$ cat config.mk
export PLATFORM = sky130hd
export DESIGN_NAME = bf_envelope_compress
export DESIGN_NICKNAME = d
export VERILOG_FILES = /design/src/rtl/bf_envelope_compress.sv
export SDC_FILE = /design/constraint.sdc
export NUM_CORES = 1
export LEC_CHECK = 0
export CORE_UTILIZATION = 45
export DETAILED_ROUTE_END_ITERATION = 8
export DONT_BUFFER_PORTS = 1
export PLACE_DENSITY = 0.6
export SLEW_MARGIN = 30
export SYNTH_ARGS = -nofsm -noshare
export SYNTH_HDL_FRONTEND = slang
export SYNTH_SLANG_ARGS = --single-unit
$ cat constraint.sdc
create_clock -name clk -period 4.2 [get_ports clk]
set_clock_uncertainty 0.05 [all_clocks]
set_input_delay 0.63 -clock clk [delete_from_list [all_inputs] [get_ports clk]]
set_output_delay 0.63 -clock clk [all_outputs]
set_load 0.05 [all_outputs]
$ cat src/rtl/bf_envelope_compress.sv
// rtl/bf_envelope_compress.sv - rectify, moving-average envelope and log compression of one scan line
// Emits one 8-bit pixel per accepted sample through a small show-ahead output FIFO.
module bf_envelope_compress #(
    parameter int IN_W       = 18,
    parameter int AVG_LOG2   = 2,
    parameter int SAMPLES    = 256,
    parameter int FIFO_DEPTH = 4
) (
    input  logic                   clk,
    input  logic                   reset,
    input  logic                   line_start,
    input  logic                   in_valid,
    input  logic signed [IN_W-1:0] in_data,
    output logic                   out_valid,
    input  logic                   out_ready,
    output logic [7:0]             out_pixel,
    output logic                   out_last,
    output logic                   overflow,
    output logic [1:0]             state
);
    localparam int A_W   = IN_W - 1;
    localparam int S_W   = A_W + AVG_LOG2;
    localparam int WIN   = 1 << AVG_LOG2;
    localparam int CNT_W = $clog2(SAMPLES);
    localparam int PTR_W = $clog2(FIFO_DEPTH);
    localparam logic [CNT_W-1:0] LAST_IDX = CNT_W'(SAMPLES - 1);
    localparam logic [IN_W-1:0]  MIN_VAL  = {1'b1, {(IN_W-1){1'b0}}};

    typedef enum logic [1:0] {IDLE = 2'd0, RUN = 2'd1, FLUSH = 2'd2} state_t;

    state_t state_q, state_d;
    logic   accept;

    logic             s1_valid_q, s1_valid_d, s2_valid_q, s2_valid_d, s3_valid_q, s3_valid_d;
    logic [A_W-1:0]   s1_a_q, s1_a_d;
    logic [A_W-1:0]   win_q [WIN];
    logic [A_W-1:0]   win_d [WIN];
    logic [S_W-1:0]   sum_q, sum_d;
    logic [7:0]       s3_pixel_q, s3_pixel_d;
    logic [CNT_W-1:0] acc_cnt_q, acc_cnt_d, pix_cnt_q, pix_cnt_d;
    logic [8:0]       mem_q [FIFO_DEPTH];
    logic [8:0]       mem_d [FIFO_DEPTH];
    logic [PTR_W:0]   wr_ptr_q, wr_ptr_d, rd_ptr_q, rd_ptr_d;
    logic             overflow_q, overflow_d;

    logic             fifo_empty, fifo_full, pop, push, push_ok, drop, drained;
    logic [IN_W-1:0]  neg_data;
    logic [A_W-1:0]   a_rect, env;
    logic [4:0]       lead;
    logic [A_W+2:0]   env_ext;
    logic [7:0]       pixel;

    assign fifo_empty = (wr_ptr_q == rd_ptr_q);
    assign fifo_full  = (wr_ptr_q[PTR_W] != rd_ptr_q[PTR_W]) &&
                        (wr_ptr_q[PTR_W-1:0] == rd_ptr_q[PTR_W-1:0]);
    assign pop        = !fifo_empty && out_ready;
    // Pixels emerging in a line_start cycle belong to the aborted line.
    assign push       = s3_valid_q && !line_start;
    assign push_ok    = push && (!fifo_full || pop);
    assign drop       = push && fifo_full && !pop;
    assign drained    = !s1_valid_q && !s2_valid_q && !s3_valid_q && fifo_empty;

    always_ff @(posedge clk or negedge reset) begin
        if (!reset) state_q <= IDLE;
        else        state_q <= state_d;
    end

    always_comb begin
        state_d = state_q;
        if (line_start) begin
            state_d = RUN;
        end else begin
            case (state_q)
                IDLE:    state_d = IDLE;
                RUN:     if (accept && acc_cnt_q == LAST_IDX) state_d = FLUSH;
                FLUSH:   if (drained) state_d = IDLE;
                default: state_d = IDLE;
            endcase
        end
    end

    always_comb begin
        accept = (state_q == RUN) && in_valid && !line_start;
        state  = state_q;
    end

    always_comb begin
        neg_data = ~in_data + IN_W'(1);
        if (!in_data[IN_W-1])      a_rect = in_data[A_W-1:0];
        else if (in_data == MIN_VAL) a_rect = {A_W{1'b1}};
        else                       a_rect = neg_data[A_W-1:0];

        env  = sum_q[S_W-1:AVG_LOG2];
        lead = 5'd0;
        for (int i = 0; i < A_W; i++) begin
            if (env[i]) lead = 5'(i);
        end
        // Shifting by the leading-one index leaves the three bits below it, zero-filled from the right.
        env_ext = {env, 3'b000} >> lead;
        pixel   = (env == '0) ? 8'd0 : {lead + 5'd1, env_ext[2:0]};
    end

    always_comb begin
        s1_valid_d = accept;
        s1_a_d     = a_rect;
        s2_valid_d = s1_valid_q;
        s3_valid_d = s2_valid_q;
        s3_pixel_d = pixel;
        win_d      = win_q;
        sum_d      = sum_q;
        acc_cnt_d  = accept ? acc_cnt_q + CNT_W'(1) : acc_cnt_q;
        pix_cnt_d  = push ? pix_cnt_q + CNT_W'(1) : pix_cnt_q;
        mem_d      = mem_q;
        wr_ptr_d   = wr_ptr_q;
        rd_ptr_d   = pop ? rd_ptr_q + (PTR_W+1)'(1) : rd_ptr_q;
        overflow_d = overflow_q || drop;
        if (s1_valid_q) begin
            for (int i = WIN - 1; i > 0; i--) win_d[i] = win_q[i-1];
            win_d[0] = s1_a_q;
            sum_d    = sum_q + S_W'(s1_a_q) - S_W'(win_q[WIN-1]);
        end
        if (push_ok) begin
            mem_d[wr_ptr_q[PTR_W-1:0]] = {pix_cnt_q == LAST_IDX, s3_pixel_q};
            wr_ptr_d = wr_ptr_q + (PTR_W+1)'(1);
        end
        if (line_start) begin
            s2_valid_d = 1'b0;
            s3_valid_d = 1'b0;
            win_d      = '{default: '0};
            sum_d      = '0;
            acc_cnt_d  = '0;
            pix_cnt_d  = '0;
            wr_ptr_d   = '0;
            rd_ptr_d   = '0;
            overflow_d = 1'b0;
        end
    end

    always_ff @(posedge clk or negedge reset) begin
        if (!reset) begin
            s1_valid_q <= 1'b0;
            s2_valid_q <= 1'b0;
            s3_valid_q <= 1'b0;
            s1_a_q     <= '0;
            win_q      <= '{default: '0};
            sum_q      <= '0;
            s3_pixel_q <= '0;
            acc_cnt_q  <= '0;
            pix_cnt_q  <= '0;
            mem_q      <= '{default: '0};
            wr_ptr_q   <= '0;
            rd_ptr_q   <= '0;
            overflow_q <= 1'b0;
        end else begin
            s1_valid_q <= s1_valid_d;
            s2_valid_q <= s2_valid_d;
            s3_valid_q <= s3_valid_d;
            s1_a_q     <= s1_a_d;
            win_q      <= win_d;
            sum_q      <= sum_d;
            s3_pixel_q <= s3_pixel_d;
            acc_cnt_q  <= acc_cnt_d;
            pix_cnt_q  <= pix_cnt_d;
            mem_q      <= mem_d;
            wr_ptr_q   <= wr_ptr_d;
            rd_ptr_q   <= rd_ptr_d;
            overflow_q <= overflow_d;
        end
    end

    assign out_valid = !fifo_empty;
    assign out_pixel = mem_q[rd_ptr_q[PTR_W-1:0]][7:0];
    assign out_last  = mem_q[rd_ptr_q[PTR_W-1:0]][8];
    assign overflow  = overflow_q;
endmodule

==> metrics.md <==
| Metric | Value |
|---|---|
| Max Slew Vio Count | 0 |
| Post-cts sizing count | 0 |
| # rows | 52 |
| Cell area after synthesis | 9490 µm² |
| CTS Buf Count | 17 |
| CP required | 4.44 ns |
| Final Wtd Congestion | 0.914 |
| Crit. End Element | flop |
| Initial Util | 46.5% |
| Final WL | 18.0 mm |
| Share of cells above drive strength 1 | 10.2% |
| Slowest-stage cell, CP | a2111oi_0 |
| Worst min path class | input pin to asynchronous set/reset pin |
| Gate Count Post-Synth | 904 |
| TritonCTS Sinks | 176 |
| Skew-Pair Late Insertion Delay | 0.42 ns |
| Setup tns final | 0 ns |
| Fin. Hold Viols | 176 |
| CP most frequent cell | inv_1 |
| Final non-filler cell total | 1171 |
| Final #Nets | 957 |
| VDD IR max | 374 µV |
| Pwr Density | 574 nW/µm² |
| Max-slew headroom | 43.9% |
| Root buffer cell | clkbuf_16 |
| DIE AREA | 21700 µm² |
| Crit path arrival time | 3.74 ns |
| Cell taking the most area after synthesis | dfrtp_1 |
| Die height | 147 µm |
| Placement Setup Slack | 0.707 ns |
| Hold slack | -0.151 ns |
| Max Fclk | 0.286 GHz |
| Remaining Overflow, GRT | 0 |
| Vias per cell | 5.36 |
| Synth unique cells | 70 |
| Worst Setup Start Kind | flop |
| Mean Syn Cell Area | 10.5 µm² |
| Post-route DRC | 0 |
| Outcome | finished with violations |
| Commonest non-fill, non-tap cell in the layout | dfrtp_1 |
| Max cap viols | 0 |
| Drt pass-1 iters | 7 |
| Setup violators final | 0 |
| Fin crit share | 83.2% |
| Ys Warns | 0 |
| First-pass GRT wire length | 31.1 mm |
| Fin worst setup slack | 0.704 ns |
| Initial drt markers | 441 |
| Violated checks | hold timing |
| Cells along the critical path | inv_1 > fa_1 > inv_1 > ha_1 > a211oi_1 > o21ai_0 > a2111oi_0 > nor2_1 > a31oi_1 > xor2_1 > o22ai_1 |
| PortBufs | 0 |
| Routed vias | 6280 |
| Die W | 147 µm |
| Delay-heaviest family, CP | compound AO/OA/AOI/OAI gates |
| Hpwl dp | 12.1 mm |
| CP bufs+invs | 2 |
| Post-synthesis sequential area ratio | 46.4% |
| Final Critical Period | 3.50 ns |
| Most frequent cells in the layout | 175 x dfrtp_1, 133 x nor2_1, 84 x mux2i_1, 79 x inv_1, 51 x nand2_1 |
| Setup CP Type | flop to flop |
| CTS Buffer Depth | 2 |
| Design area | 10300 µm² |
| Area growth from synthesis to layout | 8.55% |
| Largest net degree at the start of global routing | 177 |
| CTS HTree Levels | 4 |
| Vias in the first global route | 6172 |
| Top post-synthesis cells by area | dfrtp_1 46%, mux2i_1 8.9%, nor2_1 5.3% |
| Area after DPL | 9700 µm² |
| Unrepaired setup endpoints after global routing | no |
| Post-synth top area share | 46.4% |
| Leak | 4.84 nW |
| Core Area | 20400 µm² |
| Main synth FF type | dfrtp_1 |
| Routed wire per std cell | 15.4 µm |
| Post-layout power | 0.00591 W |
| Yosys reg bits | 176 |
| Placed cells | 1139 |
| ANT cells | 0 |
| Synth async-reset ratio | 100% |
| CTS tree | yes |
| Reg clk slew, reported paths | 0.07 ns |
| Initial antenna violation count | 0 |
| Overall Global Routing Usage | 17.8% |
| Post-route ant nets | 0 |
| Worst-margin pin slew | 0.836 ns |
| CP peak stage delay | 0.70 ns |
| Crit-path max FO | 3 |
| Post-synthesis net count | 973 |
| I/O Pins | 36 |
| Post-synth EDFFs | 0 |
routing by layer:
| metal | share of wire [%] | wire, µm | up-vias | track usage [%] |
|---|---|---|---|---|
| met3 | 3.8 | 691 | 30 | 3.70 |
| met2 | 44 | 7990 | 156 | 26.7 |
| met5 | 0 | 0 | - | 0 |
| li1 | - | - | 3069 | - |
| met4 | 1.7 | 298 | 0 | 5.72 |
| met1 | 50 | 9000 | 3025 | 25.8 |
area by class of cell:
class | instances | area, µm²
well taps | 270 | 338
clock inverters | 11 | 130
repair buffers | 4 | 30.0
flip-flops and latches | 176 | 4410
multi-input cells | 609 | 4630
clock buffers | 21 | 470
inverters | 80 | 300
fillers | 1895 | 10100
path summary, 6_finish.rpt:
kind                            start           end  slack, ns  cells after the start
max in group asynchronous       reset     win_q[18]       3.93                      0
min in group clk           line_start   rd_ptr_q[0]       0.21                      1
min                             reset  pix_cnt_q[6]      -0.15                      0
min reg2reg                s2_valid_q    s3_valid_q       0.45                      1
max reg2reg                 s1_a_q[1]     sum_q[11]       0.70                     11
max                         s1_a_q[1]     sum_q[11]       0.70                     11
logic make-up after synthesis:
logic type | count (synthesis) | synth area share [%]
AOI/OAI and AO/OA | 119 | 8.69
xor gates and xnor gates | 47 | 4.34
adders and majority gates | 46 | 7.41
buffers and inverters | 119 | 4.85
DFF | 176 | 46.4
muxes | 129 | 15.3
and+or+nand+nor | 268 | 13.1
synth_stat cells (9+ instances only):
master / number
o21ai_0: 19
inv_1: 79
nand2_1: 51
nor3_1: 15
ha_1: 29
xor2_1: 26
nand3_1: 15
o211ai_1: 15
mux2_2: 36
nor2_1: 133
mux4_2: 9
dfrtp_1: 176
xnor2_1: 21
fa_1: 17
mux2i_1: 84
clkbuf_1: 27
a21oi_1: 16
a21o_1: 10
power breakdown:
| group | internal (W) | switching [W] | total [W] |
|---|---|---|---|
| Clock | 0.000930 | 0.000674 | 0.00160 |
| Sequential | 0.00186 | 0.000161 | 0.00202 |
| Combinational | 0.000891 | 0.00139 | 0.00229 |
| Total | 0.00368 | 0.00223 | 0.00591 |
state kept, by name, summed over array words and instances (netlist names):
name,flops
sum_q,19
wr_ptr_q,3
mem_q,36
pix_cnt_q,8
s3_valid_q,1
state,2
rd_ptr_q,3
win_q,68
s3_pixel_q,8
s2_valid_q,1
acc_cnt_q,8
overflow,1
s1_a_q,17
s1_valid_q,1
metrics by stage:
stage,hold WS [ns],util (%)
2_1_floorplan,0.284,-
3_3_place_gp,0.291,47.5
3_5_place_dp,0.293,47.5
4_1_cts,-0.173,50.4
5_1_grt,-0.180,50.4
6_report,-0.151,50.4
timing repair:
item | 4_1_cts | 5_1_grt
setup endpoints to repair | 0 | 0
endpoints found under the hold margin | 176 | 176
buffers inserted | 0 | 0
Power figures use the tool's default switching activity.
